**src/rtl/uart_frame_tx.sv**
```systemverilog
// rtl/uart_frame_tx.sv - FIFO-buffered framed UART transmitter with CRC-8 trailer; UART_FRAME_PARITY_EN adds even parity
module uart_frame_tx #(
    parameter int         DEPTH     = 16,
    parameter int         FRAME_LEN = 4,
    parameter int         BAUD_DIV  = 434,
    parameter logic [7:0] CRC_POLY  = 8'h07,
    parameter logic [7:0] CRC_INIT  = 8'h00
) (
    input  logic                   clk,
    input  logic                   reset,
    input  logic [7:0]             in_data,
    input  logic                   in_valid,
    output logic                   in_ready,
    input  logic                   flush,
    output logic                   tx,
    output logic                   busy,
    output logic                   frame_done,
    output logic [7:0]             crc_out,
    output logic [$clog2(DEPTH):0] fifo_count,
    output logic                   overflow
);
    localparam int AW = $clog2(DEPTH);
    localparam int CW = AW + 1;
    localparam int BW = $clog2(BAUD_DIV);
    localparam logic [CW-1:0] C_DEPTH     = CW'(DEPTH);
    localparam logic [CW-1:0] C_FRAME     = CW'(FRAME_LEN);
    localparam logic [BW-1:0] C_BAUD_LAST = BW'(BAUD_DIV - 1);

    localparam logic [2:0] S_IDLE     = 3'd0;
    localparam logic [2:0] S_LOAD     = 3'd1;
    localparam logic [2:0] S_START    = 3'd2;
    localparam logic [2:0] S_DATA     = 3'd3;
`ifdef UART_FRAME_PARITY_EN
    localparam logic [2:0] S_PARITY   = 3'd4;
`endif
    localparam logic [2:0] S_STOP     = 3'd5;
    localparam logic [2:0] S_CRC_LOAD = 3'd6;
    localparam logic [2:0] S_DONE     = 3'd7;

    logic [7:0]    r_mem [DEPTH];
    logic [AW-1:0] r_wr_ptr;
    logic [AW-1:0] r_rd_ptr;
    logic [CW-1:0] r_count;
    logic [CW-1:0] w_count_next;
    logic          r_in_ready;
    logic          r_overflow;
    logic          w_push;
    logic          w_pop;

    logic [2:0]    r_state;
    logic [BW-1:0] r_baud;
    logic [2:0]    r_bit_idx;
    logic [7:0]    r_shreg;
    logic [7:0]    r_crc;
    logic [CW-1:0] r_bytes_left;
    logic          r_crc_phase;
    logic [7:0]    r_crc_out;
    logic          r_frame_done;
    logic          r_tx;
    logic          w_tx_next;
    logic          w_last_tick;
    logic          w_start_frame;
    logic [CW-1:0] w_frame_len;
    logic [7:0]    w_fifo_rdata;

    function automatic logic [7:0] crc8_byte(input logic [7:0] c, input logic [7:0] b);
        logic [7:0] x;
        x = c ^ b;
        for (int i = 0; i < 8; i++) begin
            x = x[7] ? ((x << 1) ^ CRC_POLY) : (x << 1);
        end
        return x;
    endfunction

    assign w_push       = in_valid && r_in_ready;
    assign w_pop        = (r_state == S_LOAD);
    assign w_fifo_rdata = r_mem[r_rd_ptr];

    always_comb begin
        w_count_next = r_count;
        if (w_push && !w_pop) begin
            w_count_next = r_count + 1'b1;
        end else if (!w_push && w_pop) begin
            w_count_next = r_count - 1'b1;
        end
    end

    always_ff @(posedge clk) begin
        if (w_push) begin
            r_mem[r_wr_ptr] <= in_data;
        end
    end

    // in_ready is registered from the next count, so a pop on a full FIFO frees a slot one cycle later
    always_ff @(posedge clk) begin
        if (!reset) begin
            r_wr_ptr   <= '0;
            r_rd_ptr   <= '0;
            r_count    <= '0;
            r_in_ready <= 1'b1;
            r_overflow <= 1'b0;
        end else begin
            if (w_push) begin
                r_wr_ptr <= r_wr_ptr + 1'b1;
            end
            if (w_pop) begin
                r_rd_ptr <= r_rd_ptr + 1'b1;
            end
            r_count    <= w_count_next;
            r_in_ready <= (w_count_next != C_DEPTH);
            if (in_valid && !r_in_ready) begin
                r_overflow <= 1'b1;
            end
        end
    end

    assign w_last_tick   = (r_baud == C_BAUD_LAST);
    assign w_start_frame = (r_count >= C_FRAME) || (flush && (r_count != '0));
    assign w_frame_len   = (r_count >= C_FRAME) ? C_FRAME : r_count;

    always_comb begin
        w_tx_next = 1'b1;
        case (r_state)
            S_START:  w_tx_next = 1'b0;
            S_DATA:   w_tx_next = r_shreg[r_bit_idx];
`ifdef UART_FRAME_PARITY_EN
            S_PARITY: w_tx_next = ^r_shreg;
`endif
            default:  w_tx_next = 1'b1;
        endcase
    end

    always_ff @(posedge clk) begin
        if (!reset) begin
            r_state      <= S_IDLE;
            r_baud       <= '0;
            r_bit_idx    <= '0;
            r_shreg      <= '0;
            r_crc        <= '0;
            r_bytes_left <= '0;
            r_crc_phase  <= 1'b0;
            r_crc_out    <= '0;
            r_frame_done <= 1'b0;
            r_tx         <= 1'b1;
        end else begin
            r_frame_done <= 1'b0;
            r_tx         <= w_tx_next;
            case (r_state)
                S_IDLE: begin
                    if (w_start_frame) begin
                        r_bytes_left <= w_frame_len;
                        r_crc        <= CRC_INIT;
                        r_crc_phase  <= 1'b0;
                        r_state      <= S_LOAD;
                    end
                end
                S_LOAD: begin
                    r_shreg      <= w_fifo_rdata;
                    r_crc        <= crc8_byte(r_crc, w_fifo_rdata);
                    r_bytes_left <= r_bytes_left - 1'b1;
                    r_baud       <= '0;
                    r_state      <= S_START;
                end
                S_START: begin
                    if (w_last_tick) begin
                        r_baud    <= '0;
                        r_bit_idx <= '0;
                        r_state   <= S_DATA;
                    end else begin
                        r_baud <= r_baud + 1'b1;
                    end
                end
                S_DATA: begin
                    if (w_last_tick) begin
                        r_baud <= '0;
                        if (r_bit_idx == 3'd7) begin
`ifdef UART_FRAME_PARITY_EN
                            r_state <= S_PARITY;
`else
                            r_state <= S_STOP;
`endif
                        end else begin
                            r_bit_idx <= r_bit_idx + 3'd1;
                        end
                    end else begin
                        r_baud <= r_baud + 1'b1;
                    end
                end
`ifdef UART_FRAME_PARITY_EN
                S_PARITY: begin
                    if (w_last_tick) begin
                        r_baud  <= '0;
                        r_state <= S_STOP;
                    end else begin
                        r_baud <= r_baud + 1'b1;
                    end
                end
`endif
                S_STOP: begin
                    if (w_last_tick) begin
                        r_baud <= '0;
                        if (r_crc_phase) begin
                            r_state <= S_DONE;
                        end else if (r_bytes_left != '0) begin
                            r_state <= S_LOAD;
                        end else begin
                            r_state <= S_CRC_LOAD;
                        end
                    end else begin
                        r_baud <= r_baud + 1'b1;
                    end
                end
                S_CRC_LOAD: begin
                    r_shreg     <= r_crc;
                    r_crc_phase <= 1'b1;
                    r_baud      <= '0;
                    r_state     <= S_START;
                end
                S_DONE: begin
                    r_crc_out    <= r_crc;
                    r_frame_done <= 1'b1;
                    r_state      <= S_IDLE;
                end
                default: r_state <= S_IDLE;
            endcase
        end
    end

    assign in_ready   = r_in_ready;
    assign fifo_count = r_count;
    assign overflow   = r_overflow;
    assign tx         = r_tx;
    assign busy       = (r_state != S_IDLE);
    assign frame_done = r_frame_done;
    assign crc_out    = r_crc_out;
endmodule
```
**config.mk**
```make
export PLATFORM = sky130hd
export DESIGN_NAME = uart_frame_tx
export DESIGN_NICKNAME = d
export VERILOG_FILES = /design/src/rtl/uart_frame_tx.sv
export SDC_FILE = /design/constraint.sdc
export NUM_CORES = 1
export LEC_CHECK = 0
export ABC_AREA = 1
export CORE_MARGIN = 3
export CORE_UTILIZATION = 60
export CTS_CLUSTER_SIZE = 14
export DETAILED_ROUTE_END_ITERATION = 8
export PLACE_DENSITY_LB_ADDON = 0.1
export REMOVE_ABC_BUFFERS = 1
export SLEW_MARGIN = 0
export SYNTH_ARGS = -nofsm -noshare
export SYNTH_HDL_FRONTEND = slang
export SYNTH_SLANG_ARGS = --single-unit
export TNS_END_PERCENT = 20
```
**constraint.sdc**
```tcl
create_clock -name clk -period 1.93 [get_ports clk]
set_input_delay 0.4825 -clock clk [delete_from_list [all_inputs] [get_ports clk]]
set_output_delay 0.4825 -clock clk [all_outputs]
set_load 0.01 [all_outputs]
```
; Yosys cells after proc, flatten, opt, wreduce, memory -nomap -nowiden
; Memory sizes are Yosys's and may differ from the RTL's. A register that Yosys moved wholly into a read port is not among the register bits.
; Cells that the tools add are included.
[op_classes]
reduce_logical = 24
magnitude_cmp = 2
eq_ne = 15
n_bitwise = 9
muxes = 40
addsub = 7
[ops]
columns = cell, n
row1 = $mux W3, 18
row2 = $pmux W8 S2, 2
row3 = $not A3 Y3, 8
row4 = $mux W5, 4
row5 = $pmux W9 S2, 1
row6 = $pmux W3 S5, 1
row7 = $eq A3 B3 Y1 const B, 4
row8 = $ne A2 B2 Y1 const B, 6
row9 = $pmux W5 S2, 1
row10 = $reduce_bool A2 Y1, 5
row11 = $reduce_bool A5 Y1, 2
row12 = $sub A5 B1 Y5 const B, 2
row13 = $add A9 B1 Y9 const B, 1
row14 = $eq A9 B9 Y1 const B, 1
row15 = $mux W9, 1
row16 = $add A4 B1 Y4 const B, 2
row17 = $mux W4, 2
row18 = $mux W8, 1
row19 = $xor A8 B8 Y8, 1
row20 = $eq A3 B2 Y1 const B, 2
row21 = $pmux W3 S2, 1
row22 = $add A5 B1 Y5 const B, 1
row23 = $ge A5 B3 Y1 const B, 1
row24 = $logic_and A1 B1 Y1, 5
row25 = other kinds (16), 24
[word_totals]
ramBits = 128
word_cells = 113
mem_count = 1
out_inout_bits = 18
reg_bits = 62
in_bits = 12
[memory_table]
columns = memory, depth, word_bits, read_ports, rd_clocked_by_memory_dff, write_ports, line
row1 = r_mem, 16, 8, 1, 1, 1, 40  ; logic [7:0] r_mem [DEPTH];

; Logic depth before layout (Yosys ltp)
[logic_depth]
ltp_word = 18
mapped_depth = 17
depth_no_buf = 16

; Worst setup path before layout
; OpenSTA, ideal clock, no wires.
[synth_path]
path_type = reg-to-reg
startpoint = register with a tool-made name
endpoint = register r_crc[2]
path_slack_ns = 0.171
path_stages_with_launch = 17
synth_period_minus_slack_ns = 1.759
path_buffers = 2
setup_ns = 0.132
t_required_ns = 1.798
arrival_time_ns = 1.627
cell_sequence = dfxtp_1 buf_2 inv_1 buf_2 nand3_1 nand3_1 nand3_1 nand2_1 nand2_1 nand2_1 nand2_1 nand2_1 nand2_1 nand2_1 nand2_1 nand3_1 a21oi_1
[synth_rtl]
columns = item, line
row1 = "end signal, assigned", 159  ; r_crc <= crc8_byte(r_crc, w_fifo_rdata);
row2 = "end, declared", 54  ; logic [7:0] r_crc;

==> qor.yml <==
gr-total-overflow: 0
htreeDepth: 4
drtIter0Drc: 953
dpl-instance-area_um2: 9560
p_per_area_nw_per_um2: 1400
worstSetupStartpointType: "flop"
grt_usage_pct: 28.0
fmax_ghz: 0.478
period_share_pct: 108
clk_latency_ps: 440
design.portCount: 30
dr.pass1.iters: 6
die_h_um: 126
core_um2: 13900
hold_start: "crc_out[5]"
synthesis.area_um2: 8570
grt_pass1_wl_um: 34700
max-cap-violations: 0
p_leak_nw: 4.25
hpwl_um: 13900
relSlewSlack_pct: 62.7
root_buffer: "clkbuf_16"
routedWlPerCell_um: 18.8
min_path_type: "flop to flop"
slew_violations: 0
p_total_w: 0.0152
die_w_um: 126
final.setup.worst_slack_ps: -162
drive_above_1_share_pct: 20.1
setup_tns_ps: -1040
place_inst: 1183
rsz0062_at_grt: "yes"
synth.distinct_cells: 36
port_buffers: 29
rows: 43
place_congestion: 0.962
fin_area_um2: 10800
yosysWarningCount: 0
crit_chain: "buf_12 -> buf_12 -> nor2_2 -> o211ai_1 -> nand3_2 -> nand2_1 -> nand2_1 -> nand2_2 -> inv_2 -> nand2_4 -> nand2_2 -> nand2_1 -> nand3_1 -> a21oi_1"
nFillCells: 853
nNetsFinal: 1063
crit_path_end_kind: "flop"
fin_worst_skew_ps: 5.93
via_count: 7280
hold_viol: 0
crit_path_frequent_cell: "nand2_1"
clockBufferDepth: 2
synthCells: 932
diodes: 0
dieArea_um2: 15800
detail-route-antenna-nets: 0
cp_slowest_cell: "dfxtp_4"
cts_buffers: 17
grt_pass1_vias: 6690
clock_sink_count: 194
violations: "setup timing"
ys_ff_latch: 194
pre_cts_ws_ps: -193
worst-setup-path-type: "flop to flop"
outcome: "complete, but fails checks"
cpPeakStageDelay_ps: 450
syn_to_final_growth_pct: 26.3
worstPathBufferInverterCount: 3
avgSynthCellArea_um2: 9.20
multi_input_area_um2: 3200
drt-total-wl_um: 23200
min_period_ps: 2090
required_ps: 2300
drc: 0
critical_path.top_delay_family: "simple AND/OR/NAND/NOR gates"
grt_start_max_net_pins: 26
cts_tree: "built"
antenna_found_initial: 0
worst_pin_slew_ps: 558
critPathMaxFanout: 5
clk_pin_slew_ps: 70
seq_area_um2: 5170
ir_drop_mv: 0.854
via_per_inst: 5.91
yosysSeqAreaShare_pct: 60.2
setup_violations: 9
critical_path_arrival_ps: 2460
start_util_pct: 61.5
r2r_setup_slack_ps: -160
stdcell_count: 1232
final cells by class:
cell class | instances | area share, %
well taps | 180 | 2.08
flip-flops and latches | 194 | 47.8
multi-input cells | 608 | 29.5
inverters | 92 | 3.34
repair buffers | 126 | 12.1
clock inverters | 15 | 1.23
clock buffers | 17 | 3.93
synth_stat cells:
master     number  area, um^2
edfxtp_1      128        3840
o21a_1          1        7.51
dfxtp_1        66        1320
o31ai_1         1        7.51
a21oi_1        51         255
a31oi_1         2        12.5
xor2_1          8        70.1
nand2_2         1        6.26
nand3_1        86         430
o221ai_1        1        8.76
and3_1          1        6.26
buf_4           3        22.5
o21bai_1        1        7.51
o2111ai_1       1        8.76
nand4_1         2        12.5
xnor2_1         1        8.76
o211ai_1       18         135
nand3b_1        1        7.51
nor4_1          1        6.26
o21ai_0        76         380
clkbuf_1       14        52.6
buf_2          18        90.1
o22ai_1         3        18.8
a211oi_1        4        30.0
inv_1          88         330
nor2_1        119         447
ha_1           12         150
a21boi_0        1        7.51
nor3_1          8        40.0
inv_2           4        15.0
nand2_1       193         724
buf_6           2        22.5
nand3_2         1        10.0
clkbuf_2        1        5.00
o21ai_1        13        65.1
or2_2           1        6.26
cells in the final DEF, fill, tap and decap left out, types with 18 or more instances in the layout:
cell             instances
clkdlybuf4s50_1         28
buf_4                   76
nand2_2                 23
inv_1                   85
nor2_1                 112
nand2_1                170
clkbuf_16               24
a21oi_1                 50
edfxtp_1               128
nand3_1                 63
dfxtp_1                 60
o21ai_0                 69
nand3_2                 18
o211ai_1                18
power by group:
part | switching [W] | leakage, nW | internal (W) | total [W]
Sequential | 0.000383 | 1.70 | 0.00483 | 0.00521
Combinational | 0.00386 | 2.28 | 0.00275 | 0.00661
Clock | 0.00158 | 0.271 | 0.00179 | 0.00337
per-layer routing:
layer  up-vias  GRT usage (%)  share of wire (%)
li1       3354              -                  -
met1      3434           37.4                 38
met2       430           46.6                 50
met3        62           4.78                9.3
met4         0           9.69                2.6
met5         -              0                  0
cell families (layout without fill, tap and decap cells):
kind of cell	Yosys count	after routing	synth area share, %
simple gates	414	414	19.8
flops	194	194	60.2
compound gates	173	173	11.0
buf+inv	130	250	6.28
fa+ha+maj	12	12	1.75
xor+xnor	9	9	0.919
repair_timing:
item | in CTS | in global routing
hold endpoints to repair | 0 | 0
endpoints found under the setup margin | 12 | 26
hold buffers | 0 | 0
buffers inserted | 4 | 3
gates cloned | 3 | 8
resized for setup | 43 | 64
pin swaps | 11 | 23
through the flow:
stage | utilization, % | hold slack (ps)
final | 77.7 | 445
after floorplan | - | 444
after global routing | 77.7 | 469
after detailed placement | 68.6 | 436
after CTS | 74.5 | 447
after global placement | 68.6 | 432
sequential cells by signal (all words and copies together) (netlist names), named ones only:
register / count
crc_out: 8
fifo_count: 5
frame_done: 1
in_ready: 1
overflow: 1
r_baud: 9
r_bit_idx: 3
r_bytes_left: 5
r_crc: 8
r_crc_phase: 1
r_mem: 128
r_rd_ptr: 4
r_shreg: 8
r_state: 3
r_wr_ptr: 4
tx: 1
worst reg2reg max path: stages (launching register included):
cell and delay (ps):
dfxtp_4 450, buf_12 160, buf_12 120, nor2_2 40, o211ai_1 300, nand3_2 200, nand2_1 110, nand2_1 60
nand2_2 120, inv_2 70, nand2_4 60, nand2_2 50, nand2_1 70, nand3_1 70, a21oi_1 140
path summary, 6_finish.rpt:
| path | end | cells past startpoint |
|---|---|---|
| max reg2reg | r_crc[4] | 14 |
| min | crc_out[5] | 2 |
| max | r_crc[4] | 14 |
| min reg2reg | crc_out[5] | 2 |
Power figures use the tool's default switching activity.
